**src/rtl/calc_stream_controller_if.sv**
```systemverilog
// Host control and SRAM port bundle for calc_stream_controller.
// master = the controller, slave = host plus memory.
interface calc_stream_controller_if #(
    parameter int ADDR_W = 10,
    parameter int DATA_W = 32,
    parameter int PACK   = 2,
    parameter int MEM_W  = PACK * DATA_W
);
    logic              start;
    logic              mode;
    logic [ADDR_W-1:0] rd_start;
    logic [ADDR_W-1:0] rd_end;
    logic [ADDR_W-1:0] wr_start;
    logic [ADDR_W-1:0] wr_end;
    logic              read;
    logic [ADDR_W-1:0] r_addr;
    logic [MEM_W-1:0]  r_data;
    logic              write;
    logic [ADDR_W-1:0] w_addr;
    logic [MEM_W-1:0]  w_data;
    logic              busy;
    logic              done;
    logic              ovf;

    // start is only accepted while busy is low. read returns r_data on the
    // following cycle. write commits w_data at w_addr in the same cycle.
    // read and write are never both high.
    modport master (
        input  start, mode, rd_start, rd_end, wr_start, wr_end, r_data,
        output read, r_addr, write, w_addr, w_data, busy, done, ovf
    );

    modport slave (
        output start, mode, rd_start, rd_end, wr_start, wr_end, r_data,
        input  read, r_addr, write, w_addr, w_data, busy, done, ovf
    );
endinterface

```
**src/rtl/calc_stream_controller.sv**
```systemverilog
// Streams operand pairs from memory, applies ADD/SUB and writes PACK results per word.
// Optional sticky overflow flag enabled by defining CALC_CTRL_OVF_EN.
module calc_stream_controller #(
    parameter int ADDR_W = 10,
    parameter int DATA_W = 32,
    parameter int PACK   = 2
) (
    input  logic                      clk,
    input  logic                      rst,
    calc_stream_controller_if.master  bus,
    output logic [2:0]                dbg_state
);
    localparam int MEM_W  = PACK * DATA_W;
    localparam int LANE_W = $clog2(PACK);

    typedef enum logic [2:0] {
        S_IDLE  = 3'd0,
        S_READ  = 3'd1,
        S_CAP   = 3'd2,
        S_WRITE = 3'd3,
        S_DONE  = 3'd4
    } state_t;

    state_t            state, state_next;
    logic              mode_q;
    logic [ADDR_W-1:0] rd_end_q, wr_end_q, rptr, wptr;
    logic [LANE_W-1:0] lane;
    logic [MEM_W-1:0]  pack_buf;
    logic              rd_last;
    logic [DATA_W-1:0] op_a, op_b, res;
    logic              last_lane, last_pair, range_bad;

    assign op_a      = bus.r_data[DATA_W-1:0];
    assign op_b      = bus.r_data[2*DATA_W-1:DATA_W];
    assign res       = mode_q ? (op_a - op_b) : (op_a + op_b);
    assign last_lane = (lane == LANE_W'(PACK - 1));
    // Compared before increment so a range ending at the top address stops cleanly.
    assign last_pair = (rptr == rd_end_q);
    assign range_bad = (bus.rd_end < bus.rd_start) || (bus.wr_end < bus.wr_start);
    assign dbg_state = state;

    always_comb begin
        state_next = state;
        bus.read   = 1'b0;
        bus.r_addr = '0;
        bus.write  = 1'b0;
        bus.w_addr = '0;
        bus.w_data = '0;
        bus.busy   = (state != S_IDLE);
        bus.done   = 1'b0;
        case (state)
            S_IDLE: begin
                if (bus.start) state_next = range_bad ? S_DONE : S_READ;
            end
            S_READ: begin
                bus.read   = 1'b1;
                bus.r_addr = rptr;
                state_next = S_CAP;
            end
            S_CAP: begin
                state_next = (last_lane || last_pair) ? S_WRITE : S_READ;
            end
            S_WRITE: begin
                bus.write  = 1'b1;
                bus.w_addr = wptr;
                bus.w_data = pack_buf;
                state_next = (rd_last || (wptr == wr_end_q)) ? S_DONE : S_READ;
            end
            S_DONE: begin
                bus.done   = 1'b1;
                state_next = S_IDLE;
            end
            default: state_next = S_IDLE;
        endcase
    end

    always_ff @(posedge clk) begin
        if (rst) begin
            state    <= S_IDLE;
            mode_q   <= 1'b0;
            rd_end_q <= '0;
            wr_end_q <= '0;
            rptr     <= '0;
            wptr     <= '0;
            lane     <= '0;
            pack_buf <= '0;
            rd_last  <= 1'b0;
        end else begin
            state <= state_next;
            case (state)
                S_IDLE: begin
                    if (bus.start) begin
                        mode_q   <= bus.mode;
                        rd_end_q <= bus.rd_end;
                        wr_end_q <= bus.wr_end;
                        rptr     <= bus.rd_start;
                        wptr     <= bus.wr_start;
                        lane     <= '0;
                        pack_buf <= '0;
                        rd_last  <= 1'b0;
                    end
                end
                S_CAP: begin
                    for (int k = 0; k < PACK; k++) begin
                        if (lane == LANE_W'(k)) pack_buf[k*DATA_W +: DATA_W] <= res;
                    end
                    rptr    <= rptr + 1'b1;
                    rd_last <= last_pair;
                    lane    <= (last_lane || last_pair) ? '0 : lane + 1'b1;
                end
                S_WRITE: begin
                    wptr     <= wptr + 1'b1;
                    pack_buf <= '0;
                end
                default: ;
            endcase
        end
    end

`ifdef CALC_CTRL_OVF_EN
    logic ovf_q;
    logic carry;

    // A wrapped sum is smaller than either addend; a borrow means op_b exceeded op_a.
    assign carry   = mode_q ? (op_a < op_b) : (res < op_a);
    assign bus.ovf = ovf_q;

    always_ff @(posedge clk) begin
        if (rst) begin
            ovf_q <= 1'b0;
        end else if ((state == S_IDLE) && bus.start) begin
            ovf_q <= 1'b0;
        end else if ((state == S_CAP) && carry) begin
            ovf_q <= 1'b1;
        end
    end
`else
    assign bus.ovf = 1'b0;
`endif
endmodule
```
**src/flat_wrapper.sv**
```systemverilog
// flat-port wrapper written by rule: the top's interface ports become plain ports
module calc_stream_controller_flat 
#(
    parameter int ADDR_W = 10,
    parameter int DATA_W = 32,
    parameter int PACK   = 2
)
  (clk, rst, dbg_state, bus_start, bus_mode, bus_rd_start, bus_rd_end, bus_wr_start, bus_wr_end, bus_r_data, bus_read, bus_r_addr, bus_write, bus_w_addr, bus_w_data, bus_busy, bus_done, bus_ovf);
  calc_stream_controller_if #(.ADDR_W(ADDR_W), .DATA_W(DATA_W), .PACK(PACK)) bus_i ();
  input  logic clk;
  input  logic rst;
  output logic [2:0] dbg_state;
  input wire logic [$bits(bus_i.start)-1:0] bus_start;
  input wire logic [$bits(bus_i.mode)-1:0] bus_mode;
  input wire logic [$bits(bus_i.rd_start)-1:0] bus_rd_start;
  input wire logic [$bits(bus_i.rd_end)-1:0] bus_rd_end;
  input wire logic [$bits(bus_i.wr_start)-1:0] bus_wr_start;
  input wire logic [$bits(bus_i.wr_end)-1:0] bus_wr_end;
  input wire logic [$bits(bus_i.r_data)-1:0] bus_r_data;
  output wire logic [$bits(bus_i.read)-1:0] bus_read;
  output wire logic [$bits(bus_i.r_addr)-1:0] bus_r_addr;
  output wire logic [$bits(bus_i.write)-1:0] bus_write;
  output wire logic [$bits(bus_i.w_addr)-1:0] bus_w_addr;
  output wire logic [$bits(bus_i.w_data)-1:0] bus_w_data;
  output wire logic [$bits(bus_i.busy)-1:0] bus_busy;
  output wire logic [$bits(bus_i.done)-1:0] bus_done;
  output wire logic [$bits(bus_i.ovf)-1:0] bus_ovf;
  assign bus_i.start = bus_start;
  assign bus_i.mode = bus_mode;
  assign bus_i.rd_start = bus_rd_start;
  assign bus_i.rd_end = bus_rd_end;
  assign bus_i.wr_start = bus_wr_start;
  assign bus_i.wr_end = bus_wr_end;
  assign bus_i.r_data = bus_r_data;
  assign bus_read = bus_i.read;
  assign bus_r_addr = bus_i.r_addr;
  assign bus_write = bus_i.write;
  assign bus_w_addr = bus_i.w_addr;
  assign bus_w_data = bus_i.w_data;
  assign bus_busy = bus_i.busy;
  assign bus_done = bus_i.done;
  assign bus_ovf = bus_i.ovf;
  calc_stream_controller #(.ADDR_W(ADDR_W), .DATA_W(DATA_W), .PACK(PACK)) u_core (.clk(clk), .rst(rst), .bus(bus_i), .dbg_state(dbg_state));
endmodule
```
**config.mk**
```make
export PLATFORM = sky130hd
export DESIGN_NAME = calc_stream_controller_flat
export DESIGN_NICKNAME = d
export VERILOG_FILES = /design/src/rtl/calc_stream_controller_if.sv /design/src/rtl/calc_stream_controller.sv /design/src/flat_wrapper.sv
export SDC_FILE = /design/constraint.sdc
export NUM_CORES = 1
export LEC_CHECK = 0
export BUFFER_PORTS_ARGS = -buffer_cell sky130_fd_sc_hd__buf_2
export CELL_PAD_IN_SITES_DETAIL_PLACEMENT = 1
export CELL_PAD_IN_SITES_GLOBAL_PLACEMENT = 1
export CORE_MARGIN = 3
export CORE_UTILIZATION = 30
export DETAILED_ROUTE_END_ITERATION = 10
export GPL_ROUTABILITY_DRIVEN = 0
export PLACE_DENSITY_LB_ADDON = 0.1
export SLEW_MARGIN = 25
export SYNTH_ARGS = -nofsm -noshare
export SYNTH_HDL_FRONTEND = slang
export SYNTH_SLANG_ARGS = --single-unit
```
**constraint.sdc**
```tcl
create_clock -name clk -period 4.98 [get_ports clk]
set_input_delay 0.249 -clock clk [delete_from_list [all_inputs] [get_ports clk]]
set_output_delay 0.249 -clock clk [all_outputs]
set_load 0.01 [all_outputs]
```
# Word-level counts from Yosys, hierarchy flattened
# Index checks and enable logic that the tools add are counted.
# totals
register_bits,110
latchBits,0
ram_bits,0
romBits,0
input_bits,108
memories,0
# op_classes
addsub,5
multipliers,0
div,0
n_lt_le_gt_ge,2
eq_ne,9
n_shift,0
muxes,24
bitwise,0
n_reduce_logical,13
# ops
operator,n
64-bit one-hot mux with 3 select lines,1
64-bit 2-to-1 mux,2
32-bit 2-to-1 mux,3
10-bit 2-to-1 mux,4
10-bit one-hot mux with 2 select lines,2
32-bit adder,1
32-bit subtractor,1
"10-bit by 1-bit adder with 10-bit output, second input constant",2
10-bit equality test,2
10-bit less-than comparator,2
3-bit one-hot mux with 4 select lines,1
3-bit 2-to-1 mux,3
"3-bit by 2-bit equality test with 1-bit output, second input constant",2
2-bit AND reduction,3
3-bit AND reduction,2
3-bit nonzero test,2
1-bit 2-to-1 mux,5
"2-bit inequality test, second input constant",2
1-bit one-hot mux with 2 select lines,2
2-bit nonzero test,2
"3-bit by 1-bit equality test with 1-bit output, second input constant",1
"3-bit equality test, second input constant",1
3-bit logical NOT,1
1-bit logical OR,3
other kinds (3),3

# Logic depth before layout (Yosys ltp)
# logic_depth
word_depth,5
depth_mapped,16

# Worst setup path before layout
# Ideal clock, no wire load.
# synth_path
path_type,input port to flip-flop
startpoint,input bus_r_data[52]
endpoint,register u_core.pack_buf[30]
arrival_ns,3.036
setup_slack_ns,1.827
cell_stages,15
cell_sequence,nor3_1 > or2b_1 > nor4_2 > nor2b_1 > a21oi_1 > xnor2_1 > ha_1 > clkbuf_1 > a21o_1 > a21o_1 > a221oi_1 > o31a_1 > o41ai_1 > xnor2_1 > a22o_1
# synth_between
elab_chain_cells,4
# synth_lines
element,line_no,rtl
from (decl),flat_wrapper.sv:19,input wire logic [$bits(bus_i.r_data)-1:0] bus_r_data;
32-bit adder / 32-bit subtractor (equally long branches),calc_stream_controller.sv:35,assign res = mode_q ? (op_a - op_b) : (op_a + op_b);
32-bit 2-to-1 mux *,calc_stream_controller.sv:35,
32-bit 2-to-1 mux *,calc_stream_controller.sv:105,if (lane == LANE_W'(k)) pack_buf[k*DATA_W +: DATA_W] <= res;
64-bit one-hot mux with 3 select lines *,calc_stream_controller.sv:90,case (state)
"to (signal, indexed assignment)",calc_stream_controller.sv:105,
to (decl),calc_stream_controller.sv:28,logic [MEM_W-1:0] pack_buf;
# Every way passes the cells marked *; elsewhere a longest branch is shown, timed or not. The select of a mux whose other input is x is not followed.
# A chain may end at the register's enable or synchronous reset.

# Final worst setup path
# layout_path
startpoint,register u_core.mode_q
endpoint,register u_core.pack_buf[52]
# layout_between
elab_chain_cells,3
# layout_lines
element,line_no,rtl
from (decl),calc_stream_controller.sv:25,logic mode_q;
from (signal assigned),calc_stream_controller.sv:93,mode_q <= bus.mode;
32-bit 2-to-1 mux,calc_stream_controller.sv:35,
32-bit 2-to-1 mux,calc_stream_controller.sv:105,
64-bit one-hot mux with 3 select lines,calc_stream_controller.sv:90,
# Every way passes these cells. The select of a mux whose other input is x is not followed.

==> key figures <==
Finish
  • Most frequent cells in the layout: 198 x buf_2, 126 x nand2_1, 120 x a21oi_1
  • Most common library cell in the layout ignoring fill and taps: buf_2
  • Antenna Cells: 0
  • Final net count: 1,366
  • Synthesis-to-finish area growth: 19.3%
  • Layout cells sized above 1: 0.202
  • Post-layout instance area: 9450 um2

Setup path
  • Cells on worst reg2reg path: 9
  • Worst path top cell family by delay: compound AO/OA/AOI/OAI gates
  • Worst path max stage delay: 800 ps
  • Crit start category: flip-flop
  • Worst r2r src: u_core.mode_q$_SDFFE_PP0P_
  • R2r endpoint: u_core.pack_buf[52]$_SDFFE_PP0P_
  • Critical-path top delay cell: dfxtp_1
  • Crit. End Element: flip-flop
  • Worst path required time: 5280 ps
  • Worst path cell trace: mux2_2 -> fa_1 -> nor2b_1 -> o21ai_1 -> a21oi_1 -> nor2_1 -> o41ai_1 -> xor2_1 -> a22o_1
  • CP Class: flip-flop to flip-flop
  • Largest fanout on the critical path: 17
  • WP data arrival: 3970 ps
  • Worst path bufs/invs: 0
  • FF-to-FF setup slack: 1310 ps

Timing
  • Final clock skew: 9.80 ps
  • Final Slew Violations: 0
  • Final hold vios: 0
  • Min cycle time layout: 3670 ps
  • TNS Setup: 0 ps
  • Final period util: 0.736
  • RSZ-0062 raised after global routing: false
  • Hold slack: 133 ps
  • Endpoints failing setup: 0
  • Max Clk Rate: 273 MHz
  • Worst slew pin tran: 867 ps
  • Slew HR: 0.421

Yosys
  • Async S/R FF share, synth: 0
  • Mean post-synth cell area: 7.52 um2
  • FF+latch count, synth: 110
  • Adder-Cell Fraction of Synth Area: 0.0847
  • Compound-Gate Fraction of Synth Area: 0.225
  • Mux cell area share after synthesis: 0.00142
  • Mapped Area: 7920 um2
  • Post-synth EDFFs: 0
  • Syn nets: 1,214
  • Xor-xnor portion of the synthesized cell area: 0.0905
  • Dominant synthesized flop cell: dfxtp_1
  • Yosys warns: 0
  • Sequential-to-total area share from yosys stat: 0.278
  • Unique cell type count in the Yosys netlist: 68
  • Simple-Gate Fraction of Synth Area: 0.268
  • Main combinational cell family by area after synthesis: simple AND/OR/NAND/NOR gates
  • Post-Synthesis Cells: 1,053

CTS
  • CTS tree: yes
  • Clk slew on worst S/H paths: 80 ps
  • Sink Count: 110
  • CTS buffer count: 9
  • Clk root buf: clkbuf_16
  • Clock latency on the worst-skew pair: 360 ps
  • # Post-CTS Setup Buffers: 0
  • CTS Hold Buffers Added: 0
  • Post-cts resize count: 0
  • H-Tree Level Count: 3
  • Clock buffer depth: 2

Drt
  • Vias per inst: 5.24
  • DRC: 0
  • Pre-Repair DR Iteration Count: 4
  • Per-cell routed wire length: 18.3 um
  • Post-route ant nets: 0
  • Post-Route WL: 28,100 um
  • Detailed Route Iter0 Violations: 334
  • Via Count: 8,068

Power and ir drop
  • Tot Pwr: 0.00251 W
  • Power Density: 266 nW/um2
  • VDD IR max: 0.141 mV
  • Pleak: 4.51 nW

Floorplan
  • Rows: 58
  • Core area: 25,500 um2
  • Initial Util: 0.310
  • Die X: 168 um
  • Die height: 168 um
  • Die area: 28,400 um2
  • IO Pins: 200

Global routing
  • Vias in the first global route: 8,237
  • Largest net degree at the start of global routing: 54
  • Total grt overflow: 0
  • Initial antenna violation count: 0
  • Global-route wire length before repair: 45,000 um
  • Total track usage: 0.194

Placed design
  • Placed Area: 9140 um2
  • PortBufs: 198
  • Post-DP HPWL: 22,000 um

Min path
  • Hold Path Depth: 3
  • WHS Endpoint: u_core.mode_q$_SDFFE_PP0P_
  • Hold_sp: bus_mode
  • Hold Crit Class: input pin to flip-flop

Outcome
  • Status: finished clean

Job
  • Max cap viols: 0
state kept, by name, indices dropped and copies added, names as in the netlist:
signal and flops:
u_core.wptr 10, u_core.lane 1, u_core.pack_buf 64, u_core.rptr 10, u_core.mode_q 1, u_core.dbg_state 3, u_core.wr_end_q 10, u_core.rd_last 1
u_core.rd_end_q 10
metal layers:
layer / vias up / share of wire / GRT usage / wire length [um]
li1: 4063 / - / - / -
met1: 3815 / 0.48 / 0.259 / 13400
met2: 166 / 0.47 / 0.331 / 13200
met3: 24 / 0.038 / 0.0252 / 1060
met4: 0 / 0.014 / 0.0527 / 402
met5: - / 0 / 0 / 0
worst max path at each step:
| stage | cells after the start | slack, ps | startpoint | endpoint |
|---|---|---|---|---|
| after global routing | 9 | 1150 | u_core.mode_q$_SDFFE_PP0P_ | u_core.pack_buf[20]$_SDFFE_PP0P_ |
| final | 9 | 1310 | u_core.mode_q$_SDFFE_PP0P_ | u_core.pack_buf[52]$_SDFFE_PP0P_ |
| after CTS | 9 | 1440 | u_core.mode_q$_SDFFE_PP0P_ | u_core.pack_buf[20]$_SDFFE_PP0P_ |
| after floorplan | 15 | 1830 | bus_r_data[52] | u_core.pack_buf[30]$_SDFFE_PP0P_ |
| after global placement | 15 | 1240 | bus_r_data[52] | u_core.pack_buf[30]$_SDFFE_PP0P_ |
| after detailed placement | 15 | 1210 | bus_r_data[52] | u_core.pack_buf[30]$_SDFFE_PP0P_ |
synth_stat cells (all sizes together), types with 10 or more instances:
library cell,number,share of area
nor2,78,0.037
and2,14,0.011
inv,38,0.018
o21ai,46,0.029
dfxtp,110,0.28
xor2,24,0.027
and3,89,0.070
clkbuf,58,0.027
a21o,14,0.013
nand2,127,0.061
ha,52,0.082
xnor2,57,0.064
nand4,10,0.0079
a21oi,121,0.077
nor2b,12,0.010
nand3,26,0.016
a31oi,12,0.0095
a22o,28,0.031
nor3,29,0.020
tightest hold or removal path, cell delays in order:
cell	delay (ps)
buf_2	110
nand2_1	50
a21oi_1	50
cell families after synthesis:
family	count (synthesis)
buf+inv	105
flops	110
xor+xnor	81
compound gates	282
fa+ha+maj	53
simple gates	420
mux	1
other cells	1
cell type report:
class	instances	area (um2)
clock buffer	10	239
clock inverter	6	58.8
fill	3223	16100
inverter	38	143
multi-input combinational	838	5330
sequential	110	2200
tap	330	413
timing repair buffer	208	1070
stage by stage:
step	std cells	worst slack [ps]	utilization
floorplan	1053	1830	-
global placement	1524	1240	0.358
detailed placement	1524	1210	0.358
CTS	1540	1440	0.369
global route	1540	1150	0.370
finish	1540	1310	0.370
report_power, final:
part           switching (W)  leakage, nW  internal, W
Combinational       0.000511         3.47     0.000301
Clock               0.000377        0.145     0.000369
Sequential         0.0000430        0.894     0.000908
Total               0.000932         4.51      0.00158
(Power assumes the default switching activity.)
